`src/rtl/mem_pkg.sv`:
```
// Shared types and constants for the memory-stage access unit.
package mem_pkg;

    localparam int MEM_BYTES_DEF = 128;
    localparam int NUM_LANES     = 4;

    localparam logic [1:0] SZ_BYTE = 2'b00;
    localparam logic [1:0] SZ_HALF = 2'b01;
    localparam logic [1:0] SZ_WORD = 2'b10;

    typedef enum logic [2:0] {
        IDLE,
        RD,
        WSETUP,
        WPULSE,
        RESP
    } state_t;

    // Request fields held for the life of one transaction.
    typedef struct packed {
        logic        we;
        logic [1:0]  size;
        logic        sgn;
        logic [1:0]  lane;
        logic [31:0] wdata;
    } req_t;

endpackage

```
`src/rtl/mem_access_unit_if.sv`:
```
// Request/response and data-memory signals of the memory-stage access unit.
interface mem_access_unit_if #(
    parameter int ADDR_W = 32
);
    logic              req_valid;
    logic              req_ready;
    logic              req_we;
    logic [1:0]        req_size;
    logic              req_signed;
    logic [ADDR_W-1:0] req_addr;
    logic [31:0]       req_wdata;
    logic              resp_valid;
    logic              resp_err;
    logic [31:0]       resp_rdata;
    logic              dm_read;
    logic              dm_write;
    logic [ADDR_W-1:0] dm_addr;
    logic [31:0]       dm_wdata;
    logic [31:0]       dm_rdata;

    // Unit side.
    modport slave (
        input  req_valid, req_we, req_size, req_signed, req_addr, req_wdata, dm_rdata,
        output req_ready, resp_valid, resp_err, resp_rdata,
        output dm_read, dm_write, dm_addr, dm_wdata
    );

    // Pipeline plus data-memory side.
    modport master (
        output req_valid, req_we, req_size, req_signed, req_addr, req_wdata, dm_rdata,
        input  req_ready, resp_valid, resp_err, resp_rdata,
        input  dm_read, dm_write, dm_addr, dm_wdata
    );

endinterface

```
`src/rtl/mem_lane_unit.sv`:
```
// Combinational lane logic: load extract/extend, store merge, and access error decode.
module mem_lane_unit
    import mem_pkg::*;
#(
    parameter int MEM_BYTES = MEM_BYTES_DEF,
    parameter int ADDR_W    = 32
) (
    input  logic [1:0]        chk_size,
    input  logic [ADDR_W-1:0] chk_addr,
    input  logic [1:0]        size,
    input  logic [1:0]        lane,
    input  logic              sgn,
    input  logic [31:0]       rword,
    input  logic [31:0]       wdata,
    output logic [31:0]       ld_data,
    output logic [31:0]       st_word,
    output logic              err
);
    localparam logic [ADDR_W-1:0] MAX_ADDR = ADDR_W'(MEM_BYTES - 1);

    logic [31:0]                      ld_sh;
    logic [NUM_LANES-1:0]             be;
    logic [NUM_LANES-1:0][7:0]        rb, wrep, mb;

    always_comb begin
        err = (chk_addr > MAX_ADDR);
        case (chk_size)
            SZ_BYTE: err = err;
            SZ_HALF: err = err | chk_addr[0];
            SZ_WORD: err = err | (|chk_addr[1:0]);
            default: err = 1'b1;
        endcase
    end

    // Big-endian: lane 0 is the MSB byte, so a lane's right shift is 8*(3-lane).
    always_comb begin
        ld_sh   = rword;
        ld_data = rword;
        case (size)
            SZ_BYTE: begin
                ld_sh   = rword >> {~lane, 3'b000};
                ld_data = {{24{sgn & ld_sh[7]}}, ld_sh[7:0]};
            end
            SZ_HALF: begin
                ld_sh   = rword >> {~lane[1], 4'b0000};
                ld_data = {{16{sgn & ld_sh[15]}}, ld_sh[15:0]};
            end
            default: ld_data = rword;
        endcase
    end

    always_comb begin
        rb = rword;
        case (size)
            SZ_BYTE: begin
                wrep = {NUM_LANES{wdata[7:0]}};
                be   = 4'b0001 << ~lane;
            end
            SZ_HALF: begin
                wrep = {2{wdata[15:0]}};
                be   = lane[1] ? 4'b0011 : 4'b1100;
            end
            default: begin
                wrep = wdata;
                be   = 4'b1111;
            end
        endcase
    end

    for (genvar i = 0; i < NUM_LANES; i++) begin : g_lane
        assign mb[i] = be[i] ? wrep[i] : rb[i];
    end

    assign st_word = mb;

endmodule

```
`src/rtl/mem_access_unit.sv`:
```
// Memory-stage access controller: one load/store at a time, RMW for sub-word stores,
// read and write strobes sequenced so the memory sees a clean write edge.
module mem_access_unit
    import mem_pkg::*;
#(
    parameter int MEM_BYTES = MEM_BYTES_DEF,
    parameter int ADDR_W    = 32
) (
    input  logic             clk,
    input  logic             rst_n,
    mem_access_unit_if.slave bus
);
    state_t      state;
    req_t        cap;
    logic        chk_err;
    logic [31:0] ld_data, st_word;

    // Error decode looks at the live request; extract/merge use captured fields and
    // the combinational memory word, which is only consumed while in RD.
    mem_lane_unit #(
        .MEM_BYTES(MEM_BYTES),
        .ADDR_W   (ADDR_W)
    ) u_lane (
        .chk_size(bus.req_size),
        .chk_addr(bus.req_addr),
        .size    (cap.size),
        .lane    (cap.lane),
        .sgn     (cap.sgn),
        .rword   (bus.dm_rdata),
        .wdata   (cap.wdata),
        .ld_data (ld_data),
        .st_word (st_word),
        .err     (chk_err)
    );

    always_ff @(posedge clk or negedge rst_n) begin
        if (!rst_n) begin
            state          <= IDLE;
            cap            <= '0;
            bus.req_ready  <= 1'b1;
            bus.resp_valid <= 1'b0;
            bus.resp_err   <= 1'b0;
            bus.resp_rdata <= '0;
            bus.dm_read    <= 1'b0;
            bus.dm_write   <= 1'b0;
            bus.dm_addr    <= '0;
            bus.dm_wdata   <= '0;
        end else begin
            case (state)
                IDLE: begin
                    if (bus.req_valid && bus.req_ready) begin
                        cap <= '{we: bus.req_we, size: bus.req_size, sgn: bus.req_signed,
                                 lane: bus.req_addr[1:0], wdata: bus.req_wdata};
                        bus.req_ready <= 1'b0;
                        if (chk_err) begin
                            bus.resp_valid <= 1'b1;
                            bus.resp_err   <= 1'b1;
                            bus.resp_rdata <= '0;
                            state          <= RESP;
                        end else begin
                            bus.dm_addr <= {bus.req_addr[ADDR_W-1:2], 2'b00};
                            if (bus.req_we && bus.req_size == SZ_WORD) begin
                                bus.dm_wdata <= bus.req_wdata;
                                state        <= WSETUP;
                            end else begin
                                bus.dm_read <= 1'b1;
                                state       <= RD;
                            end
                        end
                    end
                end
                RD: begin
                    bus.dm_read <= 1'b0;
                    if (cap.we) begin
                        bus.dm_wdata <= st_word;
                        state        <= WSETUP;
                    end else begin
                        bus.resp_valid <= 1'b1;
                        bus.resp_err   <= 1'b0;
                        bus.resp_rdata <= ld_data;
                        state          <= RESP;
                    end
                end
                WSETUP: begin
                    bus.dm_write <= 1'b1;
                    state        <= WPULSE;
                end
                WPULSE: begin
                    bus.dm_write   <= 1'b0;
                    bus.resp_valid <= 1'b1;
                    bus.resp_err   <= 1'b0;
                    bus.resp_rdata <= '0;
                    state          <= RESP;
                end
                RESP: begin
                    bus.resp_valid <= 1'b0;
                    bus.resp_err   <= 1'b0;
                    bus.resp_rdata <= '0;
                    bus.req_ready  <= 1'b1;
                    state          <= IDLE;
                end
                default: state <= IDLE;
            endcase
        end
    end

endmodule

```
`src/flat_wrapper.sv`:
```
// flat-port wrapper written by rule: the top's interface ports become plain ports
module mem_access_unit_flat import mem_pkg::*;
#(
    parameter int MEM_BYTES = MEM_BYTES_DEF,
    parameter int ADDR_W    = 32
)
  (clk, rst_n, bus_req_valid, bus_req_we, bus_req_size, bus_req_signed, bus_req_addr, bus_req_wdata, bus_dm_rdata, bus_req_ready, bus_resp_valid, bus_resp_err, bus_resp_rdata, bus_dm_read, bus_dm_write, bus_dm_addr, bus_dm_wdata);
  mem_access_unit_if #(.ADDR_W(ADDR_W)) bus_i ();
  input  logic clk;
  input  logic rst_n;
  input wire logic [$bits(bus_i.req_valid)-1:0] bus_req_valid;
  input wire logic [$bits(bus_i.req_we)-1:0] bus_req_we;
  input wire logic [$bits(bus_i.req_size)-1:0] bus_req_size;
  input wire logic [$bits(bus_i.req_signed)-1:0] bus_req_signed;
  input wire logic [$bits(bus_i.req_addr)-1:0] bus_req_addr;
  input wire logic [$bits(bus_i.req_wdata)-1:0] bus_req_wdata;
  input wire logic [$bits(bus_i.dm_rdata)-1:0] bus_dm_rdata;
  output wire logic [$bits(bus_i.req_ready)-1:0] bus_req_ready;
  output wire logic [$bits(bus_i.resp_valid)-1:0] bus_resp_valid;
  output wire logic [$bits(bus_i.resp_err)-1:0] bus_resp_err;
  output wire logic [$bits(bus_i.resp_rdata)-1:0] bus_resp_rdata;
  output wire logic [$bits(bus_i.dm_read)-1:0] bus_dm_read;
  output wire logic [$bits(bus_i.dm_write)-1:0] bus_dm_write;
  output wire logic [$bits(bus_i.dm_addr)-1:0] bus_dm_addr;
  output wire logic [$bits(bus_i.dm_wdata)-1:0] bus_dm_wdata;
  assign bus_i.req_valid = bus_req_valid;
  assign bus_i.req_we = bus_req_we;
  assign bus_i.req_size = bus_req_size;
  assign bus_i.req_signed = bus_req_signed;
  assign bus_i.req_addr = bus_req_addr;
  assign bus_i.req_wdata = bus_req_wdata;
  assign bus_i.dm_rdata = bus_dm_rdata;
  assign bus_req_ready = bus_i.req_ready;
  assign bus_resp_valid = bus_i.resp_valid;
  assign bus_resp_err = bus_i.resp_err;
  assign bus_resp_rdata = bus_i.resp_rdata;
  assign bus_dm_read = bus_i.dm_read;
  assign bus_dm_write = bus_i.dm_write;
  assign bus_dm_addr = bus_i.dm_addr;
  assign bus_dm_wdata = bus_i.dm_wdata;
  mem_access_unit #(.MEM_BYTES(MEM_BYTES), .ADDR_W(ADDR_W)) u_core (.clk(clk), .rst_n(rst_n), .bus(bus_i));
endmodule
```
`config.mk`:
```
export PLATFORM = sky130hd
export DESIGN_NAME = mem_access_unit_flat
export DESIGN_NICKNAME = d
export VERILOG_FILES = /design/src/rtl/mem_pkg.sv /design/src/rtl/mem_access_unit_if.sv /design/src/rtl/mem_lane_unit.sv /design/src/rtl/mem_access_unit.sv /design/src/flat_wrapper.sv
export SDC_FILE = /design/constraint.sdc
export NUM_CORES = 1
export LEC_CHECK = 0
export ABC_AREA = 1
export BUFFER_PORTS_ARGS = -buffer_cell sky130_fd_sc_hd__buf_2
export CORE_UTILIZATION = 35
export CTS_CLUSTER_DIAMETER = 150
export DETAILED_ROUTE_END_ITERATION = 10
export SLEW_MARGIN = 20
export SYNTH_ARGS = -nofsm -noshare
export SYNTH_HDL_FRONTEND = slang
export SYNTH_SLANG_ARGS = --single-unit
```
`constraint.sdc`:
```
create_clock -name clk -period 2.1 [get_ports clk]
set_input_delay 0.21 -clock clk [delete_from_list [all_inputs] [get_ports clk]]
set_output_delay 0.21 -clock clk [all_outputs]
set_load 0.02 [all_outputs]
```
==> results of run 1 <==
## through the flow
| step | std cells | area, sq um | total power [uW] |
|---|---|---|---|
| 2_1_floorplan | 958 | 7240 | 8230 |
| 3_3_place_gp | 1401 | 8650 | 10300 |
| 3_5_place_dp | 1401 | 8650 | 10300 |
| 4_1_cts | 1460 | 9500 | 13400 |
| 5_1_grt | 1460 | 9520 | 14300 |
| 6_report | 1463 | 9520 | 13400 |
## cell usage after synthesis (all sizes together)
master / instances / area [sq um]
a21o: 1 / 7.51
a21oi: 29 / 145
a22o: 1 / 8.76
a31oi: 1 / 6.26
and2: 1 / 6.26
buf: 30 / 168
clkbuf: 29 / 110
conb: 1 / 3.75
dfrtp: 139 / 3480
dfstp: 1 / 26.3
ha: 3 / 37.5
inv: 66 / 250
mux2: 12 / 135
nand2: 330 / 1260
nand3: 36 / 185
nand4: 1 / 6.26
nor2: 52 / 213
nor3: 6 / 30.0
o211ai: 21 / 158
o21ai: 194 / 978
o221ai: 2 / 17.5
or2: 1 / 6.26
## logic make-up (layout without fill, tap and decap cells)
logic type | count (synthesis) | after routing
AOI/OAI and AO/OA | 249 | 249
adders and majority gates | 3 | 3
buffers and inverters | 125 | 357
DFF | 140 | 140
muxes | 12 | 12
other | 1 | 5
and+or+nand+nor | 427 | 427
## per-layer routing
metal	global-route usage	up-vias	wire length, um	share of wire
met5	0	-	10	0.00043
met1	0.295	3331	10200	0.43
met3	0.0539	39	1760	0.075
met2	0.359	285	11000	0.47
met4	0.0816	2	512	0.022
li1	-	3566	-	-
## critical path: cells and delay by family, from the launching register on
| family | cells | cell delay (ns) |
|---|---|---|
| compound gates | 2 | 0.29 |
| buf+inv | 3 | 0.46 |
| flops | 1 | 0.44 |
| simple gates | 4 | 0.63 |
## state kept, by name (all words and copies together), names as in the netlist
| register | count |
|---|---|
| u_core.bus.resp_err | 1 |
| u_core.state | 3 |
| u_core.bus.dm_addr | 30 |
| u_core.bus.resp_valid | 1 |
| u_core.bus.dm_write | 1 |
| u_core.bus.dm_wdata | 32 |
| u_core.bus.dm_read | 1 |
| u_core.bus.req_ready | 1 |
| u_core.cap | 38 |
| u_core.bus.resp_rdata | 32 |
## worst max-delay path by stage
stage	startpoint	endpoint	slack, ns	depth (start not counted)
2_1_floorplan	u_core.bus.req_ready$_DFFE_PN1P_	u_core.cap[19]$_DFFE_PN0P_	0.31	4
3_3_place_gp	u_core.cap[36]$_DFFE_PN0P_	u_core.bus.resp_rdata[31]$_DFFE_PN0P_	0.12	9
3_5_place_dp	u_core.cap[36]$_DFFE_PN0P_	u_core.bus.resp_rdata[18]$_DFFE_PN0P_	0.08	9
4_1_cts	u_core.cap[36]$_DFFE_PN0P_	u_core.bus.resp_rdata[18]$_DFFE_PN0P_	0.07	9
5_1_grt	u_core.cap[33]$_DFFE_PN0P_	u_core.bus.resp_rdata[15]$_DFFE_PN0P_	0.01	9
6_report	u_core.cap[36]$_DFFE_PN0P_	u_core.bus.resp_rdata[18]$_DFFE_PN0P_	0.18	9
## final cells by class
cell class,count,share of cell area
Sequential cell,140,0.368
Multi-Input combinational cell,693,0.339
Tap cell,270,0.0355
Clock buffer,17,0.0447
Timing Repair Buffer,259,0.170
Clock inverter,15,0.0160
Inverter,66,0.0263
Antenna cell,3,0.000788
## power by group through the flow
stage | combinational (uW) | clock, uW | sequential, uW
global route | 6710 | 3150 | 4460
finish | 6080 | 2980 | 4320
CTS | 6050 | 3040 | 4310
floorplan | 3170 | 0 | 5060
global placement | 5930 | 0 | 4330
detailed placement | 6000 | 0 | 4340
## what timing repair did
action,4_1_cts,5_1_grt
endpoints found under the hold margin,121,0
buffers inserted,0,0
hold buffers,27,0
resized for setup,0,4
endpoints found under the setup margin,0,19
## cells in the final DEF (no fill, tap or decap), types with 2 or more instances in the layout
master,synthesis,routed
inv_1,58,58
diode_2,0,3
conb_1,1,2
clkbuf_16,0,17
o21ai_0,162,161
nand3_1,35,35
buf_2,23,200
o21ai_1,30,30
ha_1,3,3
dfrtp_1,139,139
buf_12,0,8
buf_4,5,22
o221ai_1,2,2
nor3_1,6,6
inv_2,7,7
inv_6,0,7
dlygate4sd3_1,0,27
nor2_4,1,2
mux2_2,12,12
clkinvlp_4,0,4
a21oi_1,29,29
inv_8,0,2
buf_6,1,2
o211ai_1,21,21
nand2_1,323,323
nor2_1,47,47
nor2_2,4,3
o21ai_2,2,3
nand2_2,6,6
==> results.md, run 1 <==
STA:
- The count of final hold-check violations is 0.
- Clock skew on the completed layout was measured at 0.00807 ns.
- The final-report max-slew violation count is 0.
- The highest achievable clock rate is ~0.52 GHz.
- The setup slack after layout is between 0.15 and 0.2 ns.
- Setup repair after global routing left no endpoint under its margin.
- The post-route fraction of the period consumed by the critical path is 0.914.
- The setup total negative slack is 0 ns.
- The tightest hold path in the finished design has a slack of about 0.016 ns.
- Setup violations remaining at the end of the flow were counted as 0.
- Subtracting the final worst setup slack from the clock period gives 1.92 ns.

Pwr:
- Internal power comes to 7380 uW.
- The share of total power dissipated in the clock network is 0.223.
- The leakage power summed over all cells is around 0.005 uW.
- The fraction of power spent switching nets is 0.449.
- Of the total power, registers draw 0.323.
- The switching power is 6000 uW.
- Power spread over the standard cell area amounts to 1400 nW/um^2.
- The worst voltage drop across the vdd grid is around 0.00075 V.
- Of the total power, combinational logic draws 0.454.

Global routing:
- The via count of the first global-routing pass is roughly 6900.
- The number of antenna violations at the first check in global routing is 3.
- The first global-routing pass estimated approximately 37000 um of wire.
- Entering global routing, the biggest net connects 70 pins.
- After global routing the overflow that remains totals 0.
- The global-route total usage across every layer is 0.224.

Die:
- The effective utilization at floorplan is 0.358.
- The die extent in x is 146 um.
- The floorplan has 52 rows.
- The region available for standard cell placement spans between 20000 and 25000 sq um.
- The overall die area is between 20000 and 25000 sq um.
- The die is 146 um tall.
- In this run the count of I/O pins placed on the die edge is approximately 200.

Cells and area:
- The fraction of layout instances using a drive strength above 1 is 0.254.
- At the end of the flow, the number of nets in the layout was between 1000 and 1500.
- The area used by sequential logic in the layout is ~3500 sq um.
- In the final layout, the multi-input gates occupy about 3200 sq um.
- The signed area change from the synthesized netlist to the final layout is 31.6%.
- For this run, the share of the core covered by cells in the final layout is 0.471.
- Counting the fill cells in the layout gives roughly 2000.

Worst setup path:
- The standard cell with the maximum stage delay on the critical path is dfrtp_1.
- Of all nets on the critical path, the largest fanout is 23.
- The worst setup path is launched from a flop.
- The data required time of the worst path is roughly 2.4 ns.
- The number of cell instances on the worst register-to-register path is 9.
- The element type at the critical path end is a flop.
- The arrival time at the worst endpoint is around 2.3 ns.
- In this design, the stage delay of the slowest critical-path cell is 0.44 ns.
- The signal on the critical path passes through inv_4, buf_6, nand2_2, inv_2, and2_1, nand2_1, nand3_4, o211ai_1, o21ai_0.
- Across all register-to-register paths, the minimum setup slack is 0.18 ns.
- The type of the setup path with the least slack is reg2reg.
- The startpoint identified for the worst register-to-register timing path is u_core.cap[36]$_DFFE_PN0P_.
- In this run the critical register-to-register path is captured at u_core.bus.resp_rdata[18]$_DFFE_PN0P_.

Logic synthesis:
- Counting flops and latches in the post-synthesis netlist gives 140.
- The cell area after synthesis is 7240 sq um.
- The average instance area after synthesis is approximately 7.6 sq um.
- Of the synthesized area, sequential elements account for 0.484.
- The area fraction in compound gates after synthesis is 0.183.
- The simple-gate area share of the yosys netlist is 0.236.
- The parity-gate share of the synthesized area counting xor and xnor cells is 0.
- By area, the combinational part of the netlist is dominated by simple AND/OR/NAND/NOR gates.
- The post-synthesis cell count is between 900 and 1000.
- During synthesis, Yosys emitted a total of 0 warnings.
- Of the total synthesized cell area, the portion taken by full adders, half adders and majority gates is 0.00519.
- After synthesis, the share of cell area in mux cells is 0.0187.
- The netlist uses 35 different library cells.

Clocking:
- The TritonCTS clock tree is built.
- The post-CTS clock slew at the launch and capture registers of the worst setup and hold paths is 0.06 ns.
- The clock passes through at most 2 buffers.
- TritonCTS created 17 clock buffers.
- The clock network latency to the later pin of the worst-skew pair is 0.43 ns.
- The maximum level of the CTS H-tree is 4.
- The number of sinks driven by the clock tree is 140.
- The root buffer cell chosen for the clock tree is clkbuf_16.

Routing:
- The DRC violations left is 0.
- Wires add up to between 20000 and 25000 um.
- In this run the remaining antenna-violating nets after routing total 0.
- In the final routed layout, each cell accounts on average for 16.0 um.
- The number of vias in the routed layout is roughly 7200.
- In the routed layout, each cell is associated on average with a via count of approximately 4.9.
- After the first detailed-routing iteration, the DRC count stood at around 420.
- The number of search-and-repair iterations in the first detailed-routing pass is 5.

Worst hold path:
- The worst hold path belongs to the class in2reg.
- The worst hold path was traced through 3 stages.
- In this run the most critical hold path is launched from bus_req_addr[26].
- The hold-critical path endpoint is u_core.bus.dm_addr[26]$_DFFE_PN0P_.

Place:
- The worst setup slack before clock tree synthesis is approximately 0.079 ns.
- The port buffer count is ~200.
- The post-detailed-placement half-perimeter wirelength is approximately 17000 um.
- The placer's final routability congestion estimate is 0.912.

Run status:
- The run finished with clean final reports.

Flow run:
- The tool flagged a number of max-cap violations equal to 0.
Power figures use the tool's default switching activity.
==> run 2: changes to the inputs <==
--- a/config.mk
+++ b/config.mk
@@ -7,6 +7,7 @@
 export LEC_CHECK = 0
 export ABC_AREA = 1
 export BUFFER_PORTS_ARGS = -buffer_cell sky130_fd_sc_hd__buf_2
+export CORE_ASPECT_RATIO = 0.9
 export CORE_UTILIZATION = 35
 export CTS_CLUSTER_DIAMETER = 150
 export DETAILED_ROUTE_END_ITERATION = 10
==> results.md, run 2 (synthesized netlist as in run 1, its figures left out) <==
Clocking:
- The clock network latency to the later pin of the worst-skew pair is approximately 0.43 ns.
- CTS built an H-tree with a depth of 4.
- The post-CTS clock slew at the launch and capture registers of the worst setup and hold paths is around 0.060 ns.
- The TritonCTS clock tree is built.
- No sink is reached through more buffers than the 2 on the longest clock path.
- The cell sitting at the root of the clock tree is a clkbuf_16.
- The number of sinks driven by the clock tree is 140.
- The number of clock buffers inserted by TritonCTS is 17.

STA:
- The final-report max-slew violation count is 0.
- Setup violations remaining at the end of the flow were counted as 0.
- The count of final hold-check violations is 0.
- Dividing the final minimum period by the clock period gives 0.915.
- The final worst hold slack is ~0.016 ns.
- The relative slew slack is 0.611.
- The setup skew after layout is about 0.0099 ns.
- The clock period could shrink to ~1.9 ns.
- The highest achievable clock rate is around 0.52 GHz.
- The slew at the pin with the worst max-slew slack is between 0.5 and 0.6 ns.
- The setup total negative slack is 0 ns.
- Setup repair after global routing left no endpoint under its margin.

Pwr:
- Of the total power, the clock network draws 0.222.
- For this design the total switching power over the nets is around 6000 uW.
- The analysis attributes to cell leakage a power of ~0.005 uW.
- The power density normalized to cell area is around 1400 nW/um^2.
- The share of total power dissipated in sequential elements is 0.320.
- Cell internal power was estimated by the tool at 7510 uW.
- Of the total power, combinational logic draws 0.458.
- VDD sags by at most ~0.00073 V.
- Of the total power, the share spent switching nets is 0.443.

Die:
- The vertical die dimension is approximately 140 um.
- The number of cell rows is 49.
- The floorplan step defined a core boundary enclosing between 20000 and 25000 sq um.
- For this configuration, the core starts out at a cell density of 0.360.
- The boundary pin count is 204.
- The overall die area is between 20000 and 25000 sq um.
- The die is approximately 150 um wide.

Worst setup path:
- The number of cell instances on the worst register-to-register path is 7.
- The worst setup path is of the in2reg kind.
- STA classifies the critical path startpoint as a primary input.
- The most critical setup path has its endpoint at u_core.bus.dm_addr[3]$_DFFE_PN0P_.
- The arrival time at the worst endpoint is 2.29 ns.
- STA puts the critical path data required time at 2.46 ns.
- The critical path launch point is bus_req_addr[30].
- In this run the critical register-to-register path is launched from u_core.cap[33]$_DFFE_PN0P_.
- Traced cell by cell, the critical path runs through dlygate4sd3_1, buf_2, inv_1, nand2_1, nor2_1, nand2_1, nor2_1, nand2_1, nand2_1, nand3_2, buf_12, nor2_2, buf_12, nand2_1, nand2_1.
- The endpoint identified for the worst register-to-register timing path is u_core.bus.resp_rdata[16]$_DFFE_PN0P_.
- For this run, the slowest stage of the critical path takes 0.53 ns.
- STA classifies the critical path endpoint as a flop.
- In this run the worst path has a maximum fanout of 31.
- In this run the register-to-register setup slack is ~0.22 ns.
- The cell with the most instances on the worst path is nand2_1.
- The standard cell with the maximum stage delay on the critical path is dlygate4sd3_1.

Cells and area:
- The commonest non-fill, non-tap cell in the layout is nand2_1.
- Compared with the post-synthesis result, the final layout area differs by 32.3%.
- In the layout the commonest cells are 323 x nand2_1, 200 x buf_2, 162 x o21ai_0.
- The non-filler instance count after layout is between 1000 and 1500.
- The largest registers in the layout are u_core.cap x38, u_core.bus.dm_wdata x32, u_core.bus.resp_rdata x32.
- Measured on the finished design, the core utilization comes to 0.476.
- The register with the most flip-flops in the layout has 38 of them.
- After routing the design area is about 9600 sq um.
- Counting flops per register, the top entry is u_core.cap.
- Of the cells placed in the final design, the portion with a size suffix greater than 1 is 0.257.
- The final-stage net count is 1290.

Global routing:
- The via count of the first global-routing pass is ~6900.
- In the global route stage, overall resource usage came out at 0.224.
- Entering global routing, the biggest net connects a little over 50 pins.
- The first global-routing pass estimated 36900 um of wire.
- The number of antenna violations at the first check in global routing came to 3.
- For this run the aggregate overflow at the end of global routing stands at 0.

Place:
- Once detailed placement completed, the half-perimeter wirelength came to 17000 um.
- After detailed placement, the total cell area comes to just under 9000 sq um.
- The placed cell count is 1391.
- The placer's final routability congestion estimate is slightly below 0.9.
- Buffers placed on the I/O ports in this run total between 200 and 250.

Routing:
- The final wirelength is between 20000 and 25000 um.
- The number of search-and-repair iterations in the first detailed-routing pass is 5.
- The vias per cell is 4.98.
- In the routed design, unresolved DRC markers number 0.
- The first routing iteration left 502 violations.
- In this run the remaining antenna-violating nets after routing total 0.
- The number of vias in the routed layout is 7252.
- The wire length per cell after detailed routing is between 15 and 20 um.

Worst hold path:
- The worst hold-check path type is in2reg.

Run status:
- The flow ran to the end, and the final reports show no timing, DRC or antenna violations.

Flow run:
- The tool flagged a number of max-cap violations equal to 0.
==> run 2: final cells by class <==
cell class,count,area [sq um]
antenna,3,7.51
fill,2031,10500
clock buffer,19,453
clock inverter,13,131
multi-input combinational,693,3220
timing repair buffer,266,1690
tap,255,319
sequential,140,3500
inverter,66,250
==> run 2: layer usage <==
layer / vias to the layer above / share of wire / track usage / wire (um)
met4: 2 / 0.019 / 0.0700 / 442
met3: 30 / 0.072 / 0.0542 / 1680
met5: - / 0.00056 / 0 / 13
met1: 3371 / 0.44 / 0.296 / 10300
met2: 270 / 0.47 / 0.362 / 11000
li1: 3579 / - / - / -
==> run 2: power by group through the flow <==
stage	sequential (uW)	clock, uW	combinational [uW]
CTS	4310	3050	6170
finish	4320	2990	6180
floorplan	5060	0	3170
global placement	4340	0	6040
global route	4450	3170	6820
detailed placement	4340	0	6110
==> run 2: through the flow <==
step	power, uW	worst slack (ns)
2_1_floorplan	8230	0.311
3_3_place_gp	10400	0.0954
6_report	13500	0.179
4_1_cts	13500	0.124
3_5_place_dp	10400	0.0485
5_1_grt	14400	0.00970
==> run 2: how the worst min path moves through the flow <==
stage / slack, ns / from / endpoint / cells past startpoint
global placement: 0.19 / rst_n / u_core.bus.resp_rdata[25]$_DFFE_PN0P_ / 1
floorplan: -0.09 / rst_n / u_core.bus.dm_addr[10]$_DFFE_PN0P_ / 0
CTS: 0.0002 / bus_req_addr[15] / u_core.bus.dm_addr[15]$_DFFE_PN0P_ / 3
global route: 0.02 / bus_req_signed / u_core.cap[34]$_DFFE_PN0P_ / 2
detailed placement: 0.19 / rst_n / u_core.bus.resp_rdata[25]$_DFFE_PN0P_ / 1
finish: 0.02 / bus_req_addr[26] / u_core.bus.dm_addr[26]$_DFFE_PN0P_ / 3
==> run 2: critical path: cells and delay by family <==
family	cells	cell delay [ns]
and+or+nand+nor	10	0.97
buffers and inverters	5	1.07
==> run 2: timing repair <==
item | CTS | global route
setup endpoints to repair | 0 | 38
setup buffers | 0 | 0
hold buffers | 29 | 0
endpoints found under the hold margin | 75 | 0
gates resized for setup | 0 | 1
